File: config.mk
export PLATFORM = sky130hd
export DESIGN_NAME = scan_c2h_packer_flat
export DESIGN_NICKNAME = d
export VERILOG_FILES = /design/src/rtl/scan_c2h_packer_pkg.sv /design/src/rtl/scan_c2h_packer_if.sv /design/src/rtl/scan_sync_fifo.sv /design/src/rtl/scan_c2h_packer.sv /design/src/flat_wrapper.sv
export SDC_FILE = /design/constraint.sdc
export NUM_CORES = 2
export LEC_CHECK = 0
export CAP_MARGIN = 20
export CORE_ASPECT_RATIO = 0.8
export CORE_MARGIN = 2
export CORE_UTILIZATION = 30
export CTS_BUF_LIST = sky130_fd_sc_hd__clkbuf_16
export DETAILED_ROUTE_END_ITERATION = 7
export PLACE_DENSITY = 0.49
export RECOVER_POWER = 25
export SLEW_MARGIN = 40
export SYNTH_ARGS = -nofsm -noshare
export SYNTH_HDL_FRONTEND = slang
export SYNTH_SLANG_ARGS = --single-unit
File: constraint.sdc
create_clock -name usr_clk -period 21.6 [get_ports usr_clk]
set_input_delay 2.16 -clock usr_clk [delete_from_list [all_inputs] [get_ports usr_clk]]
set_output_delay 2.16 -clock usr_clk [all_outputs]
set_load 0.05 [all_outputs]
File: src/rtl/scan_c2h_packer_pkg.sv
// Shared definitions for the scan-to-C2H packer: widths, output FSM states and a
// saturating counter helper.
package scan_c2h_packer_pkg;

  localparam int unsigned SCAN_SMP_W = 32;
  localparam int unsigned SCAN_DW    = 128;
  localparam int unsigned SCAN_LANES = SCAN_DW / SCAN_SMP_W;

  typedef enum logic {
    StIdle   = 1'b0,
    StStream = 1'b1
  } scan_state_e;

  // 16-bit add that sticks at 0xFFFF instead of wrapping.
  function automatic logic [15:0] sat_add16(input logic [15:0] a, input logic [15:0] inc);
    logic [16:0] sum;
    sum = {1'b0, a} + {1'b0, inc};
    return sum[16] ? 16'hFFFF : sum[15:0];
  endfunction

endpackage

File: src/rtl/scan_c2h_packer_if.sv
// Frame-delimited word stream towards the sgdma_app C2H channel-0 reader.
//   data  : packed word
//   valid : word valid
//   start : first word of a frame (with valid)
//   stop  : last word of a frame (with valid)
// master drives the stream, slave consumes it.
interface scan_c2h_packer_if
  import scan_c2h_packer_pkg::*;
#(
  parameter int unsigned DW = SCAN_DW
) ();

  logic [DW-1:0] data;
  logic          valid;
  logic          start;
  logic          stop;

  modport master (output data, output valid, output start, output stop);
  modport slave  (input data, input valid, input start, input stop);

endinterface

File: src/rtl/scan_sync_fifo.sv
// Synchronous show-ahead FIFO. dout always presents the head entry while not empty.
//   clk, rst_n : clock, asynchronous active-low reset
//   wr_en, din : push (ignored while full)
//   rd_en      : pop (ignored while empty)
//   dout       : head entry
//   full, empty, level : occupancy status
module scan_sync_fifo #(
  parameter int unsigned AW = 4,
  parameter int unsigned W  = 129
) (
  input  logic          clk,
  input  logic          rst_n,
  input  logic          wr_en,
  input  logic [W-1:0]  din,
  input  logic          rd_en,
  output logic [W-1:0]  dout,
  output logic          full,
  output logic          empty,
  output logic [AW:0]   level
);

  localparam int unsigned Depth = 1 << AW;

  logic [W-1:0]  mem_q [Depth];
  logic [AW-1:0] wr_ptr_q, rd_ptr_q;
  logic [AW:0]   count_q;
  logic          do_wr, do_rd;

  assign full  = (count_q == Depth[AW:0]);
  assign empty = (count_q == '0);
  assign level = count_q;
  assign dout  = mem_q[rd_ptr_q];

  assign do_wr = wr_en & ~full;
  assign do_rd = rd_en & ~empty;

  always_ff @(posedge clk) begin
    if (do_wr) mem_q[wr_ptr_q] <= din;
  end

  always_ff @(posedge clk or negedge rst_n) begin
    if (!rst_n) begin
      wr_ptr_q <= '0;
      rd_ptr_q <= '0;
      count_q  <= '0;
    end else begin
      if (do_wr) wr_ptr_q <= wr_ptr_q + 1'b1;
      if (do_rd) rd_ptr_q <= rd_ptr_q + 1'b1;
      case ({do_wr, do_rd})
        2'b10:   count_q <= count_q + 1'b1;
        2'b01:   count_q <= count_q - 1'b1;
        default: count_q <= count_q;
      endcase
    end
  end

endmodule

File: src/rtl/scan_c2h_packer.sv
// Packs 32-bit scan samples into 128-bit words, buffers them and emits frame-delimited
// words to the C2H channel-0 reader. The scan source cannot stall: words that find the
// buffer full are dropped and counted.
//   usr_clk, usr_rst_n : clock, asynchronous active-low reset
//   c2h0r_run_i        : reader running; gates all output
//   frm_len_i          : frame length in words, latched at each frame start (0 means 1)
//   smp_data_i/valid_i/sof_i : sample stream
//   smp_ready_o        : at least two free buffer entries (advisory)
//   pcie               : output word stream (data/valid/start/stop)
//   drop_cnt_o         : saturating count of dropped samples
//   align_cnt_o        : saturating count of misaligned / truncated-frame events
module scan_c2h_packer
  import scan_c2h_packer_pkg::*;
#(
  parameter int unsigned FIFO_AW = 4,
  parameter int unsigned SMP_W   = SCAN_SMP_W,
  parameter int unsigned DW      = SCAN_DW
) (
  input  logic                  usr_clk,
  input  logic                  usr_rst_n,
  input  logic                  c2h0r_run_i,
  input  logic [15:0]           frm_len_i,
  input  logic [SMP_W-1:0]      smp_data_i,
  input  logic                  smp_valid_i,
  input  logic                  smp_sof_i,
  output logic                  smp_ready_o,
  scan_c2h_packer_if.master     pcie,
  output logic [15:0]           drop_cnt_o,
  output logic [15:0]           align_cnt_o
);

  localparam int unsigned Lanes = DW / SMP_W;
  localparam int unsigned LaneW = $clog2(Lanes);
  localparam int unsigned Depth = 1 << FIFO_AW;
  localparam logic [LaneW-1:0] LastLane = LaneW'(Lanes - 1);

  // ---------------- lane packer ----------------
  logic [LaneW-1:0]    lane_q, lane_d;
  logic [DW-SMP_W-1:0] word_q, word_d;      // lanes 0..Lanes-2; last lane goes straight out
  logic                tag_q, tag_d;
  logic                push_q, push_d;
  logic [DW:0]         push_word_q, push_word_d;
  logic                align_smp;

  always_comb begin
    lane_d      = lane_q;
    word_d      = word_q;
    tag_d       = tag_q;
    push_d      = 1'b0;
    push_word_d = push_word_q;
    align_smp   = 1'b0;
    if (smp_valid_i) begin
      if (smp_sof_i) begin
        // A frame start always restarts packing in lane 0; any partial word is lost.
        word_d[SMP_W-1:0] = smp_data_i;
        lane_d            = LaneW'(1);
        tag_d             = 1'b1;
        align_smp         = (lane_q != '0);
      end else if (lane_q == LastLane) begin
        push_d      = 1'b1;
        push_word_d = {tag_q, smp_data_i, word_q};
        lane_d      = '0;
      end else begin
        word_d[lane_q*SMP_W +: SMP_W] = smp_data_i;
        if (lane_q == '0) tag_d = 1'b0;
        lane_d = lane_q + 1'b1;
      end
    end
  end

  always_ff @(posedge usr_clk or negedge usr_rst_n) begin
    if (!usr_rst_n) begin
      lane_q      <= '0;
      word_q      <= '0;
      tag_q       <= 1'b0;
      push_q      <= 1'b0;
      push_word_q <= '0;
    end else begin
      lane_q      <= lane_d;
      word_q      <= word_d;
      tag_q       <= tag_d;
      push_q      <= push_d;
      push_word_q <= push_word_d;
    end
  end

  // ---------------- buffer ----------------
  logic [DW:0]      head;
  logic             fifo_full, fifo_empty, pop, push_ok;
  logic [FIFO_AW:0] fifo_level;

  scan_sync_fifo #(
    .AW (FIFO_AW),
    .W  (DW + 1)
  ) u_fifo (
    .clk   (usr_clk),
    .rst_n (usr_rst_n),
    .wr_en (push_q),
    .din   (push_word_q),
    .rd_en (pop),
    .dout  (head),
    .full  (fifo_full),
    .empty (fifo_empty),
    .level (fifo_level)
  );

  assign pop     = c2h0r_run_i & ~fifo_empty;
  assign push_ok = push_q & ~fifo_full;   // a push into a full buffer is dropped even on a pop

  // ---------------- output FSM ----------------
  scan_state_e   state_q, state_d;
  logic [15:0]   cnt_q, cnt_d, len_q, len_d, len_eff;
  logic          valid_q, valid_d, start_q, start_d, stop_q, stop_d;
  logic [DW-1:0] data_q, data_d;
  logic          align_fsm;

  assign len_eff = (frm_len_i == '0) ? 16'd1 : frm_len_i;

  always_comb begin
    state_d   = state_q;
    cnt_d     = cnt_q;
    len_d     = len_q;
    valid_d   = 1'b0;
    start_d   = 1'b0;
    stop_d    = 1'b0;
    data_d    = data_q;
    align_fsm = 1'b0;
    if (pop) begin
      case (state_q)
        StIdle: begin
          if (head[DW]) begin
            valid_d = 1'b1;
            start_d = 1'b1;
            data_d  = head[DW-1:0];
            len_d   = len_eff;
            cnt_d   = 16'd1;
            if (len_eff == 16'd1) stop_d = 1'b1;
            else                  state_d = StStream;
          end else begin
            align_fsm = 1'b1;   // orphan word outside any frame: discard
          end
        end
        StStream: begin
          valid_d = 1'b1;
          data_d  = head[DW-1:0];
          if (head[DW]) begin
            // New frame truncates the current one without a stop.
            start_d   = 1'b1;
            cnt_d     = 16'd1;
            len_d     = len_eff;
            align_fsm = 1'b1;
            if (len_eff == 16'd1) begin
              stop_d  = 1'b1;
              state_d = StIdle;
            end
          end else begin
            cnt_d = cnt_q + 16'd1;
            if (cnt_d == len_q) begin
              stop_d  = 1'b1;
              state_d = StIdle;
            end
          end
        end
        default: state_d = StIdle;
      endcase
    end
  end

  // ---------------- counters and status ----------------
  logic [FIFO_AW+1:0] next_level;
  logic               ready_q, ready_d;
  logic [15:0]        drop_q, align_q;

  always_comb begin
    next_level = {1'b0, fifo_level} + {{(FIFO_AW + 1){1'b0}}, push_ok}
                 - {{(FIFO_AW + 1){1'b0}}, pop};
    ready_d    = (next_level <= (FIFO_AW + 2)'(Depth - 2));
  end

  always_ff @(posedge usr_clk or negedge usr_rst_n) begin
    if (!usr_rst_n) begin
      state_q <= StIdle;
      cnt_q   <= '0;
      len_q   <= '0;
      valid_q <= 1'b0;
      start_q <= 1'b0;
      stop_q  <= 1'b0;
      data_q  <= '0;
      ready_q <= 1'b0;
      drop_q  <= '0;
      align_q <= '0;
    end else begin
      state_q <= state_d;
      cnt_q   <= cnt_d;
      len_q   <= len_d;
      valid_q <= valid_d;
      start_q <= start_d;
      stop_q  <= stop_d;
      data_q  <= data_d;
      ready_q <= ready_d;
      drop_q  <= sat_add16(drop_q, (push_q & fifo_full) ? 16'd4 : 16'd0);
      align_q <= sat_add16(align_q, 16'(align_smp) + 16'(align_fsm));
    end
  end

  assign pcie.data   = data_q;
  assign pcie.valid  = valid_q;
  assign pcie.start  = start_q;
  assign pcie.stop   = stop_q;
  assign smp_ready_o = ready_q;
  assign drop_cnt_o  = drop_q;
  assign align_cnt_o = align_q;

endmodule
File: src/flat_wrapper.sv
// flat-port wrapper written by rule: the top's interface ports become plain ports
module scan_c2h_packer_flat import scan_c2h_packer_pkg::*;
#(
  parameter int unsigned FIFO_AW = 4,
  parameter int unsigned SMP_W   = SCAN_SMP_W,
  parameter int unsigned DW      = SCAN_DW
)
  (usr_clk, usr_rst_n, c2h0r_run_i, frm_len_i, smp_data_i, smp_valid_i, smp_sof_i, smp_ready_o, drop_cnt_o, align_cnt_o, pcie_data, pcie_valid, pcie_start, pcie_stop);
  scan_c2h_packer_if #(.DW(DW)) pcie_i ();
  input  logic usr_clk;
  input  logic usr_rst_n;
  input  logic c2h0r_run_i;
  input  logic [15:0] frm_len_i;
  input  logic [SMP_W-1:0] smp_data_i;
  input  logic smp_valid_i;
  input  logic smp_sof_i;
  output logic smp_ready_o;
  output logic [15:0] drop_cnt_o;
  output logic [15:0] align_cnt_o;
  output wire logic [$bits(pcie_i.data)-1:0] pcie_data;
  output wire logic [$bits(pcie_i.valid)-1:0] pcie_valid;
  output wire logic [$bits(pcie_i.start)-1:0] pcie_start;
  output wire logic [$bits(pcie_i.stop)-1:0] pcie_stop;
  assign pcie_data = pcie_i.data;
  assign pcie_valid = pcie_i.valid;
  assign pcie_start = pcie_i.start;
  assign pcie_stop = pcie_i.stop;
  scan_c2h_packer #(.FIFO_AW(FIFO_AW), .SMP_W(SMP_W), .DW(DW)) u_core (.usr_clk(usr_clk), .usr_rst_n(usr_rst_n), .c2h0r_run_i(c2h0r_run_i), .frm_len_i(frm_len_i), .smp_data_i(smp_data_i), .smp_valid_i(smp_valid_i), .smp_sof_i(smp_sof_i), .smp_ready_o(smp_ready_o), .pcie(pcie_i), .drop_cnt_o(drop_cnt_o), .align_cnt_o(align_cnt_o));
endmodule
==> metrics.md <==
| Metric | Value |
|---|---|
| Final Skew | 0.0603 ns |
| Post-route setup slack | 16.17 ns |
| Final ANT Viol Nets | 0 |
| Gpl congestion | 0.741 |
| Peak supply drop | 0.0000902 V |
| Core area | 315000 um^2 |
| Hold WS | 0.471 ns |
| Status | complete, no violations |
| Post-CTS sizing | 0 |
| Hold Fails Final Rpt | 0 |
| Most frequent CP cell | ha_1 |
| Leak Pwr | 38.3 nW |
| CTS Sinks | 2502 |
| Iter 0 DRT Violations | 4342 |
| Worst-path fanout max | 66 |
| Detail Placement HPWL | 140 mm |
| Cell taking the most area after synthesis | edfxtp_1 |
| WP data required | 22.36 ns |
| CP Class | reg2reg |
| Area contributors post-synth | edfxtp_1 65%, mux4_2 15%, dfrtp_1 12% |
| Area growth syn-to-layout | 17.1% |
| Initial core utilization | 30.2% |
| TritonCTS Buffers | 274 |
| I/O pins | 217 |
| Post-synth top cells | 2064 x edfxtp_1, 645 x mux4_2, 576 x nand2_1 |
| Synth cell types | 58 |
| Critical Path End Type | flip-flop |
| Vias | 45600 |
| Synth Net Count | 4614 |
| Yosys reg bits | 2502 |
| 1st-pass router iterations | 8 |
| DRC | 0 |
| Post-Syn Area | 95200 um^2 |
| Total global routing overflow | 0 |
| Final setup vio count | 0 |
| Largest net degree at the start of global routing | 112 |
| Number of global-route vias before repair | 48000 |
| Setup_tns | 0 ns |
| Crit path arrival time | 6.18 ns |
| Nets | 4985 |
| CTS clk-pin slew, worst paths | 0.06 ns |
| Synth Flop Type | edfxtp_1 |
| Placed insts | 8809 |
| Final core occ | 35.4% |
| Final period utilization | 25.1% |
| Max Fclk | 184 MHz |
| First-pass GRT wire length | 371 mm |
| Syn Inst Count | 4532 |
| Top cell type's share of synthesized area | 65.1% |
| Mean Syn Cell Area | 21.0 um^2 |
| CTS tree | built |
| Layout cells sized above 1 | 25.8% |
| Clk buf depth | 4 |
| Hold_buf cts | 0 |
| Slew Limit Fails | 0 |
| Root buffer cell | clkbuf_16 |
| Crit-path cells | buf_12, mux4_2, mux4_2, clkinv_2, ha_1, nor2_1, ha_1, ha_1, inv_1, fa_1, and3b_1, and3_1, nand4_1, nor2_1, nand3_1, o21ai_0 |
| IO buf count | 216 |
| EDFF count, synth | 2064 |
| CP max stage delay | 0.86 ns |
| Relative slew slack | 34.5% |
| Initial antenna violation count | 22 |
| # Post-CTS Setup Buffers | 0 |
| Die area | 322000 um^2 |
| Hold crit path type | reg2reg |
| H-Tree Depth | 5 |
| DR WL/cell | 28.1 um |
| YS warnings | 0 |
| Cell with the most instances after synthesis | edfxtp_1 |
| PwrDens | 133 nW/um^2 |
| Slowest cell on crit path | dfrtp_4 |
| Die Height | 508 um |
| Worst Tran Pin Value | 0.982 ns |
| Cell Rows | 184 |
| Vias/cell | 4.90 |
| Chip Width | 634 um |
| Pre-CTS WS | 15.88 ns |
| RSZ-0062 raised after global routing | false |
| Post-route insts no fill | 9317 |
| Overall Global Routing Usage | 16.2% |
| Routed WL | 262 mm |
| Max Cap Viol | 0 |
| Post-synth ARST share | 17.5% |
| Setup crit start kind | flip-flop |
| Min cycle time layout | 5.43 ns |
| Register area share after synthesis | 76.6% |
| Worst skew pair latency | 0.85 ns |
-- report_power, final --
part,internal (mW),total [mW],switching [mW],leakage (nW)
combinational,1.73,3.83,2.10,8.92
sequential,5.92,6.55,0.628,24.9
clock,2.56,4.45,1.89,4.47
total,10.2,14.8,4.62,38.3
-- cell families after synthesis --
kind of cell	synth area share [%]
multiplexers	17.0
adder cells (fa/ha/maj)	0.405
flip-flops	76.6
buffers and inverters	1.15
AO/OA/AOI/OAI	1.29
AND/OR/NAND/NOR	3.10
XOR/XNOR	0.432
-- stage by stage --
| step | area, um^2 | total power [mW] |
|---|---|---|
| global route | 111000 | 15.5 |
| global placement | 103000 | 10.5 |
| detailed placement | 103000 | 10.6 |
| floorplan | 95200 | 9.08 |
| CTS | 111000 | 15.1 |
| finish | 112000 | 14.8 |
-- registers in the layout, indices dropped and copies added, names as in the netlist --
name,cells
u_core.u_fifo.mem_q,2064
u_core.u_fifo.wr_ptr_q,4
u_core.pcie.valid,1
u_core.pcie.stop,1
u_core.pcie.start,1
u_core.align_cnt_o,16
u_core.push_q,1
u_core.push_word_q,129
u_core.word_q,96
u_core.smp_ready_o,1
u_core.drop_cnt_o,15
u_core.pcie.data,128
u_core.len_q,16
u_core.cnt_q,16
u_core.u_fifo.rd_ptr_q,4
u_core.state_q,1
u_core.u_fifo.level,5
u_core.lane_q,2
u_core.tag_q,1
-- critical path, delay by kind of cell, from the launching register on --
family / cells / cell delay (ns)
AOI/OAI and AO/OA: 1 / 0.19
and+or+nand+nor: 6 / 1.48
muxes: 2 / 1.14
adders and majority gates: 4 / 0.98
buffers and inverters: 3 / 0.63
DFF: 1 / 0.86
-- worst paths after layout --
path,start,endpoint,slack (ns),cells after the start
worst max-delay path,u_core.u_fifo.rd_ptr_q[1],u_core.align_cnt_o[5],16.17,16
min in group asynchronous,usr_rst_n,u_core.pcie.data[17],1.33,1
worst min-delay path,u_core.pcie.data[36],u_core.pcie.data[36],0.47,2
max in group asynchronous,usr_rst_n,u_core.u_fifo.rd_ptr_q[1],17.77,4
worst min register to register,u_core.pcie.data[36],u_core.pcie.data[36],0.47,2
worst max register to register,u_core.u_fifo.rd_ptr_q[1],u_core.align_cnt_o[5],16.17,16
-- metal layers --
layer	vias up	share of wire [%]	GRT usage, %
li1	19000	-	-
met1	25100	43	21.8
met2	1160	49	26.7
met5	-	0.0084	0
met3	383	5.6	3.00
met4	4	3.1	5.05
-- cells in the final DEF (no fill, tap or decap), drive strengths merged, types with 99 or more instances in the layout --
cell type / count
edfxtp: 2064
mux2: 147
clkinv: 99
mux4: 645
inv: 119
o21ai: 100
nand2: 577
dfrtp: 438
clkdlybuf4s50: 199
buf: 127
clkbuf: 288
-- area by class of cell --
type	instances	area (um^2)
inverter	31	124
multi-input combinational	1768	21300
timing repair buffer	326	3400
clock inverter	205	1280
sequential	2502	73000
antenna	12	30.0
tap	4185	5240
fill	29100	203000
clock buffer	288	7210
Note: power is estimated with default switching activity, not from simulation.
